--- config.mk ---
export PLATFORM = sky130hd
export DESIGN_NAME = vga_scan_compositor
export DESIGN_NICKNAME = d
export VERILOG_FILES = /design/src/rtl/vga_scan_compositor.sv
export SDC_FILE = /design/constraint.sdc
export NUM_CORES = 1
export LEC_CHECK = 0
export CAP_MARGIN = 0
export CORE_MARGIN = 4
export CORE_UTILIZATION = 30
export DETAILED_ROUTE_END_ITERATION = 8
export PLACE_DENSITY_LB_ADDON = 0.2
export SYNTH_ARGS = -nofsm -noshare
export SYNTH_HDL_FRONTEND = slang
export SYNTH_SLANG_ARGS = --single-unit
--- constraint.sdc ---
create_clock -name clk -period 3.7 [get_ports clk]
set_input_delay 0.74 -clock clk [delete_from_list [all_inputs] [get_ports clk]]
set_output_delay 0.74 -clock clk [all_outputs]
set_load 0.03 [all_outputs]
--- src/rtl/vga_scan_compositor.sv ---
// VGA scan-timing source and sprite compositor: generates h/v counters and syncs,
// merges drawer pixels by priority into registered RGB, and keeps a per-frame sticky collision flag.
module vga_scan_compositor #(
    parameter int          H_ACTIVE = 640,
    parameter int          H_FP     = 16,
    parameter int          H_SYNC   = 96,
    parameter int          H_BP     = 48,
    parameter int          V_ACTIVE = 480,
    parameter int          V_FP     = 10,
    parameter int          V_SYNC   = 2,
    parameter int          V_BP     = 33,
    parameter int          CLK_DIV  = 4,
    parameter logic [11:0] BG_RGB   = 12'hFFF
) (
    input  logic        clk,
    input  logic        reset,
    input  logic        game_reset,
    input  logic        goose,
    input  logic [11:0] goose_rgb,
    input  logic        obs,
    input  logic [11:0] obs_rgb,
    output logic [9:0]  x,
    output logic [9:0]  y,
    output logic        p_tick,
    output logic        frame_tick,
    output logic        hsync,
    output logic        vsync,
    output logic [11:0] rgb,
    output logic        check_hit
);

    localparam int H_TOTAL = H_ACTIVE + H_FP + H_SYNC + H_BP;
    localparam int V_TOTAL = V_ACTIVE + V_FP + V_SYNC + V_BP;
    localparam int DIV_W   = (CLK_DIV > 1) ? $clog2(CLK_DIV) : 1;

    localparam logic [DIV_W-1:0] DIV_LAST = DIV_W'(CLK_DIV - 1);
    localparam logic [9:0] H_LAST   = 10'(H_TOTAL - 1);
    localparam logic [9:0] V_LAST   = 10'(V_TOTAL - 1);
    localparam logic [9:0] H_VIS    = 10'(H_ACTIVE);
    localparam logic [9:0] V_VIS    = 10'(V_ACTIVE);
    localparam logic [9:0] HS_FIRST = 10'(H_ACTIVE + H_FP);
    localparam logic [9:0] HS_LAST  = 10'(H_ACTIVE + H_FP + H_SYNC - 1);
    localparam logic [9:0] VS_FIRST = 10'(V_ACTIVE + V_FP);
    localparam logic [9:0] VS_LAST  = 10'(V_ACTIVE + V_FP + V_SYNC - 1);

    logic [DIV_W-1:0] div_q, div_d;
    logic [9:0]       h_q, h_d;
    logic [9:0]       v_q, v_d;
    logic             hsync_q, hsync_d;
    logic             vsync_q, vsync_d;
    logic [11:0]      rgb_q, rgb_d;
    logic             hit_frame_q, hit_frame_d;
    logic             check_hit_q, check_hit_d;

    logic tick;
    logic h_wrap;
    logic v_wrap;
    logic video_on;
    logic overlap;
    logic frame_end;

    // Pixel clock enable and raster counters
    always_comb begin
        tick   = (div_q == DIV_LAST);
        h_wrap = (h_q == H_LAST);
        v_wrap = (v_q == V_LAST);
        div_d  = tick ? '0 : div_q + DIV_W'(1);
        h_d    = h_q;
        v_d    = v_q;
        if (tick) begin
            h_d = h_wrap ? 10'd0 : h_q + 10'd1;
            if (h_wrap) begin
                v_d = v_wrap ? 10'd0 : v_q + 10'd1;
            end
        end
    end

    // Output stage: drawer inputs are sampled at the end of the pixel while x/y is stable
    always_comb begin
        video_on  = (h_q < H_VIS) && (v_q < V_VIS);
        overlap   = tick && video_on && goose && obs;
        frame_end = tick && h_wrap && v_wrap;
        hsync_d   = hsync_q;
        vsync_d   = vsync_q;
        rgb_d     = rgb_q;
        if (tick) begin
            hsync_d = !((h_q >= HS_FIRST) && (h_q <= HS_LAST));
            vsync_d = !((v_q >= VS_FIRST) && (v_q <= VS_LAST));
            if (!video_on) begin
                rgb_d = 12'h000;
            end else if (goose) begin
                rgb_d = goose_rgb;
            end else if (obs) begin
                rgb_d = obs_rgb;
            end else begin
                rgb_d = BG_RGB;
            end
        end
    end

    // Collision flag only publishes at frame end so drawers see one value per frame
    always_comb begin
        hit_frame_d = hit_frame_q;
        check_hit_d = check_hit_q;
        if (overlap) begin
            hit_frame_d = 1'b1;
        end
        if (frame_end) begin
            check_hit_d = check_hit_q | hit_frame_q | overlap;
            hit_frame_d = 1'b0;
        end
        if (game_reset) begin
            check_hit_d = 1'b0;
            hit_frame_d = 1'b0;
        end
    end

    always_ff @(posedge clk or negedge reset) begin
        if (!reset) begin
            div_q       <= '0;
            h_q         <= 10'd0;
            v_q         <= 10'd0;
            hsync_q     <= 1'b1;
            vsync_q     <= 1'b1;
            rgb_q       <= 12'h000;
            hit_frame_q <= 1'b0;
            check_hit_q <= 1'b0;
        end else begin
            div_q       <= div_d;
            h_q         <= h_d;
            v_q         <= v_d;
            hsync_q     <= hsync_d;
            vsync_q     <= vsync_d;
            rgb_q       <= rgb_d;
            hit_frame_q <= hit_frame_d;
            check_hit_q <= check_hit_d;
        end
    end

    assign x          = h_q;
    assign y          = v_q;
    assign p_tick     = tick;
    assign frame_tick = frame_end;
    assign hsync      = hsync_q;
    assign vsync      = vsync_q;
    assign rgb        = rgb_q;
    assign check_hit  = check_hit_q;

endmodule
== Yosys cells after proc, flatten, opt, wreduce, memory -nomap -nowiden ==
Cells that the tools add are included.

* Input bits: 29
* Register bits after elaboration: 38
* Output and inout port bits: 37
* Word-level logic and storage cells: 46

* Add/subtract/negate cells: 3
* Eq/ne operators: 3
* Magnitude comparators: 6
* Multiplexer cells: 11
* Reduce and logical (&&, ||, !) cells: 13
* Bitwise operators: 2

{| class="wikitable"
|+ Operator list
! kind !! count
|-
| two-way mux 12 bit || 3
|-
| adder 10 x 1 -> 10 bit, second input constant || 2
|-
| == test 10 bit, second input constant || 2
|-
| two-way mux 10 bit || 2
|-
| >= comparator 10 bit, second input constant || 1
|-
| >= comparator 10 x 9 -> 1 bit, second input constant || 1
|-
| less-or-equal comparator 10 bit, second input constant || 1
|-
| less-or-equal comparator 10 x 9 -> 1 bit, second input constant || 1
|-
| less-than comparator 10 bit, second input constant || 1
|-
| less-than comparator 10 x 9 -> 1 bit, second input constant || 1
|-
| logical AND 1 bit || 8
|-
| two-way mux 1 bit || 5
|-
| nonzero test 3 bit || 1
|-
| adder 2 x 1 -> 2 bit, second input constant || 1
|-
| == test 2 bit, second input constant || 1
|-
| logical NOT 1 bit || 2
|-
| two-way mux 2 bit || 1
|-
| OR 1 bit || 2
|-
| AND reduction 2 bit || 1
|-
| nonzero test 2 bit || 1
|}

== Logic depth before layout (Yosys ltp) ==
* Depth after elaboration: 8
* Gate-level depth with buffers: 6
* Depth with buffers taken out: 6

== Least setup slack after synthesis ==
OpenSTA, ideal clock, no wires.

* Path type: flip-flop to output port
* From: reg div_q[0]
* To: out frame_tick
* Required time: 2960 ps
* Slack: 802 ps
* Data arrival time: 2158 ps
* Buffers on the path: 1
* Cell stages (with the launch flop): 6
* Path through: dfrtp_1 ha_1 buf_2 nand4_4 or3_4 nor2_1

* Longest elaborated chain between the ends: 3

{| class="wikitable"
|+ RTL lines
! item !! line !! text
|-
| from (decl) || 46 || <nowiki>logic [DIV_W-1:0] div_q, div_d;</nowiki>
|-
| from (signal assigned) || 129 || <nowiki>div_q <= div_d;</nowiki>
|-
| == test 2 bit || 64 || <nowiki>tick = (div_q == DIV_LAST);</nowiki>
|-
| named net p_tick || 24 || <nowiki>output logic p_tick,</nowiki>
|-
| logical AND 1 bit (2 in series) || 82 || <nowiki>frame_end = tick && h_wrap && v_wrap;</nowiki>
|-
| to (decl) || 25 || <nowiki>output logic frame_tick,</nowiki>
|}

The timed path passes the listed nets, and every way through them passes these cells.

== Final worst setup path ==
* From: reg h_q[1], in the netlist x[1]
* To: out frame_tick

* Longest elaborated chain between the ends: 3

{| class="wikitable"
|+ RTL lines
! item !! line !! text
|-
| from (decl) || 47 || <nowiki>logic [9:0] h_q, h_d;</nowiki>
|-
| from (signal assigned) || 121 || <nowiki>h_q <= 10'd0;</nowiki>
|-
| from (signal assigned) || 130 || <nowiki>h_q <= h_d;</nowiki>
|-
| == test 10 bit || 65 || <nowiki>h_wrap = (h_q == H_LAST);</nowiki>
|-
| logical AND 1 bit (2 in series) || 82 ||
|}

Every way passes these cells.

==> summary.md <==
| Metric | Value |
|---|---|
| Antenna Cells | `0` |
| Vias per cell | `4.92` |
| Share of layout cells above drive strength 1 | `7.51%` |
| Sink Count | `38` |
| Die H | `86.6 um` |
| Clock transition at the registers of the reported paths | `0.07 ns` |
| Ys Warns | `0` |
| Longest Clk Path Bufs | `2` |
| CP max FO | `9` |
| Post-CTS Setup Bufs | `0` |
| Critical Path RT | `2.96 ns` |
| Num CTS Buffers | `5` |
| Global route overflow | `0` |
| Hold Path Class | `flip-flop to flip-flop` |
| Post-Syn Area | `0.00185 mm2` |
| Post-Synthesis Cells | `184` |
| Final Slew Violations | `0` |
| Period utilisation layout | `83.1%` |
| Synthesized net count | `218` |
| Static Leakage | `1.14 nW` |
| CP peak stage delay | `0.48 ns` |
| Number of port buffers | `65` |
| # resized after CTS | `0` |
| TritonCTS clock tree | `done` |
| VDD IR max | `0.131 mV` |
| GRT Util Overall | `14.2%` |
| CP max-delay cell | `nor2_1` |
| Tmin final | `3.07 ns` |
| Number of global-route vias before repair | `1,632` |
| Slew HR | `42.3%` |
| Clock Latency Late Sink | `0.28 ns` |
| Sequential share of the synthesized area | `51.5%` |
| Max_cap viols | `0` |
| Nets | `286` |
| Hold Vio Cnt, Final | `0` |
| Initial Util | `31.1%` |
| Routed WL | `4.91 mm` |
| DR vias | `1,613` |
| H-tree Lvls | `2` |
| Fin Setup TNS | `0 ns` |
| Crit path kind | `flip-flop to output port` |
| Root Driver | `clkbuf_8` |
| Largest net degree at the start of global routing | `39` |
| Async set-reset flop share out of synthesis | `100%` |
| Drt pass-1 iters | `5` |
| Status | `complete, no violations` |
| PnR Total Power | `0.824 mW` |
| Num ports | `66` |
| Core area | `0.00596 mm2` |
| CP delay by family, top | `simple AND/OR/NAND/NOR gates` |
| Worst setup SP type | `flip-flop` |
| Initial antenna violation count | `0` |
| Cts hold-fix bufs | `0` |
| Routed WL per cell | `15.0 um` |
| Fmax | `0.325 GHz` |
| RSZ-0062 raised after global routing | `false` |
| Clock skew | `0.00447 ns` |
| Worst slew pin tran | `0.865 ns` |
| #FFs+latches synth | `38` |
| Main synth FF type | `dfrtp_1` |
| Critical Path AT | `2.33 ns` |
| Row cnt | `28` |
| Average cell area after synthesis | `10.1 um2` |
| DIE AREA | `0.00750 mm2` |
| Final setup fails | `0` |
| Placed wire-length estimate | `3.58 mm` |
| Post-DRT Antenna Nets | `0` |
| Global-route wire length before repair | `8.25 mm` |
| CP bufs+invs | `1` |
| Area delta synth->final | `44.1%` |
| EDFF count, synth | `0` |
| DRC viols | `0` |
| Critical Path Sink Type | `output port` |
| Yosys cell types | `38` |
| Final Wtd Congestion | `0.822` |
| CP Cell Sequence | `ha_1 > nand4_4 > or3_4 > nor2_1 > buf_4` |
| DR iter-0 viols | `65` |
| Pwr per Cell Area | `309 mW/mm2` |
| DIE WIDTH | `86.6 um` |
[cells in the mapped netlist, types with 2 or more instances]
master | number | area (um2)
a21oi_1 | 3 | 15.0
and3_1 | 4 | 25.0
buf_2 | 3 | 15.0
clkbuf_1 | 3 | 11.3
dfrtp_1 | 36 | 901
dfstp_2 | 2 | 52.6
ha_1 | 5 | 62.6
inv_1 | 20 | 75.1
nand2_1 | 8 | 30.0
nand3_1 | 10 | 50.1
nand4_1 | 4 | 25.0
nor2_1 | 13 | 48.8
nor3_1 | 6 | 30.0
nor4_1 | 4 | 25.0
o21ai_0 | 7 | 35.0
o22ai_1 | 23 | 144
o31ai_1 | 2 | 15.0
xnor2_1 | 9 | 78.8
xor2_1 | 3 | 26.3
[layer usage]
layer	wire (um)	share of wire (%)	GRT usage, %	up-vias
met5	0	0	0	-
met4	56	1.1	3.82	0
met3	438	8.9	4.94	5
met2	2070	42	20.8	64
met1	2350	48	19.9	744
li1	-	-	-	800
[area by class of cell]
cell class | count | area (um2)
fill | 591 | 3290
sequential | 38 | 953
multi-input combinational | 120 | 798
timing repair buffer | 67 | 658
tap | 75 | 93.8
clock buffer | 7 | 86.3
inverter | 20 | 75.1
clock inverter | 1 | 5.00
[flip-flops by register name (all words and copies together) (netlist names)]
register / count
div_q: 2
x: 10
check_hit: 1
y: 10
rgb: 12
vsync: 1
hit_frame_q: 1
hsync: 1
[path summary, 6_finish.rpt]
kind | slack [ns] | from | depth (start not counted) | endpoint
worst max-delay path | 0.63 | x[1] | 5 | frame_tick
worst min-delay path | 0.43 | div_q[0] | 1 | div_q[0]
worst max register to register | 1.65 | x[1] | 5 | check_hit
worst min register to register | 0.43 | div_q[0] | 1 | div_q[0]
max in group asynchronous | 2.59 | reset | 1 | div_q[1]
min in group asynchronous | 0.56 | reset | 1 | y[8]
[layout by cell type (no fill, tap or decap), types with 5 or more instances in the layout]
cell and instances:
ha_1 5, clkdlybuf4s50_1 63, nor2_1 13, nor3_1 6, nand3_1 10, clkbuf_8 6
nand2_1 8, o22ai_1 23, dfrtp_1 36, xnor2_1 9, inv_1 20, o21ai_0 7
[metrics by stage]
step / worst slack, ns / instances / instance area (um2) / hold WS (ns) / utilization [%]
after floorplan: 0.802 / 184 / 1850 / 0.410 / -
after global placement: 0.987 / 320 / 2580 / 0.421 / 43.3
after detailed placement: 0.927 / 320 / 2580 / 0.425 / 43.3
after CTS: 0.604 / 328 / 2670 / 0.435 / 44.8
after global routing: 0.489 / 328 / 2670 / 0.471 / 44.8
final: 0.626 / 328 / 2670 / 0.432 / 44.8
[power breakdown]
| part | total, mW | switching, mW | leakage [nW] | internal [mW] |
|---|---|---|---|---|
| Clock | 0.293 | 0.142 | 0.0482 | 0.150 |
| Sequential | 0.430 | 0.00453 | 0.471 | 0.425 |
| Combinational | 0.102 | 0.0498 | 0.622 | 0.0522 |
| Total | 0.824 | 0.197 | 1.14 | 0.628 |
[cell families (layout without fill, tap and decap cells)]
kind of cell / count (synthesis) / in the layout / synth area share [%]
AND/OR/NAND/NOR: 60 / 60 / 19.0
AO/OA/AOI/OAI: 42 / 42 / 14.5
flip-flops: 38 / 38 / 51.5
buffers and inverters: 26 / 95 / 5.47
XOR/XNOR: 12 / 12 / 5.67
adder cells (fa/ha/maj): 5 / 5 / 3.38
multiplexers: 1 / 1 / 0.540
(Power assumes the default switching activity.)
==> variant: new RTL, same flow settings <==
Take the reset off `v_q` and load it in a clocked block of its own.
--- a/src/rtl/vga_scan_compositor.sv
+++ b/src/rtl/vga_scan_compositor.sv
@@ -120,5 +120,4 @@
             div_q       <= '0;
             h_q         <= 10'd0;
-            v_q         <= 10'd0;
             hsync_q     <= 1'b1;
             vsync_q     <= 1'b1;
@@ -129,5 +128,4 @@
             div_q       <= div_d;
             h_q         <= h_d;
-            v_q         <= v_d;
             hsync_q     <= hsync_d;
             vsync_q     <= vsync_d;
@@ -136,4 +134,8 @@
             check_hit_q <= check_hit_d;
         end
+    end
+
+    always_ff @(posedge clk) begin
+        v_q <= v_d;
     end
 
Formal check against the unedited RTL: same outputs for any inputs over 10 cycles, from zero or initial values and one cycle with reset low; that may be too few to reach the edited logic, so the function may still have changed.
==> variant against the unedited design <==
- setup slack improved by 0.16 ns
- cell area rose by 0.89%
- area after synthesis rose by 0.68%
- first-iteration DRC count rose by 35%
- register-to-register slack barely moved
- via count fell by 3.3%
- routed wire length fell by 7.9%
- sequential cell count did not move
- total power rose by 1.2%
- count of clock-buffer cells in the layout rose by 1
- clock power fell by 1%
==> variant: results (changes against the unedited design) <==
metric,value,unit,change
Via density,4.830,,was 4.918
layout cells sized above 1,0.07661,,was 0.07510
Worst R2R End,hit_frame_q,,was check_hit
met2 WL,2.094,mm,was 2.069 mm
DR iter-0 viols,88,,was 65
CP Data Arrival Time,2.17,ns,was 2.33 ns
post-DP HPWL,3.292,mm,was 3.580 mm
synthesized net count,213,,was 218
WL met3,247,µm,was 438 µm
post-synthesis sequential area ratio,0.5379,,was 0.5145
switching part of the total power,0.2274,,was 0.2386
mux cell area share after synthesis,0.005366,,was 0.005402
Cells after DPL,315,,was 320
GP Congestion,0.8178,,was 0.8219
ys async rst share,0.7368,,was 1.000
normalized max-slew margin,0.5396,,was 0.4233
peak supply drop,0.0001818,V,was 0.0001312 V
Layout fillers,593,,was 591
status,"finished, final reports clean",,unchanged
postcts setup bufs,0,,unchanged
pre-CTS setup slack,1.091,ns,was 0.9265 ns
skew final,0.006425,ns,was 0.004467 ns
Nets,281,,was 286
placed cell area,2604,µm²,was 2579 µm²
RR Startpoint,div_q[0],,was x[1]
compound-cell area share of the yosys netlist,0.1281,,was 0.1452
CTS buffer count,5,,unchanged
cell count after synthesis,179,,was 184
Synth Area in XOR/XNOR,0.06573,,was 0.05672
met3 usage,0.04447,,was 0.04943
Post-synth EDFFs,10,,was 0
vias in the first global route,1524,,was 1632
adder-cell share of the synthesized area,0.03353,,was 0.03376
drt total wl,4.525,mm,was 4.912 mm
GR Util met2,0.1822,,was 0.2079
DR pass1 iterations,4,,was 5
leakage power,1.128,nW,was 1.142 nW
Post-synth top cells,"dfrtp_1, o22ai_1, inv_1, nor2_1, edfxtp_1",,"was dfrtp_1, o22ai_1, inv_1, nor2_1, nand3_1"
WL met1,2.054,mm,was 2.348 mm
fmax,343.5,MHz,was 325.3 MHz
GRT met1 Usage,0.1773,,was 0.1990
CP startpoint,x[7],,was x[1]
Min-Delay Path Class,reg2reg,,unchanged
first-pass GRT wire length,7.596,mm,was 8.252 mm
Hold WS,0.4354,ns,was 0.4321 ns
==> variant: cell count changes in the layout (fill, tap and decap cells not counted), moves of 2 or more <==
cell	delta
o31ai_1	-2
nor3_1	-2
dfrtp_1	-10
edfxtp_1	+10
nand3_1	-4
o21ai_0	-5
xor2_1	+2
==> variant: worst max-delay path, stage by stage, from the launching register on <==
cell and delay [ns]:
dfrtp_1 0.44, or4b_4 0.59, nor4_4 0.26, buf_4 0.26, and2_2 0.18, buf_4 0.15
==> variant: final cells by class <==
type	count	area, µm²	share of cell area
clock buffers	8	90.09	0.03344
inverters	20	75.07	0.02787
multi-input cells	114	760.7	0.2824
flip-flops and latches	38	1003	0.3725
well taps	75	93.84	0.03484
repair buffers	68	670.6	0.2490
==> variant: power groups by stage <==
stage	sequential (mW)	combinational, mW	clock, mW
after floorplan	0.472	0.0210	0
after global placement	0.452	0.102	0
after detailed placement	0.452	0.103	0
after CTS	0.444	0.103	0.298
after global routing	0.445	0.110	0.324
final	0.444	0.101	0.289
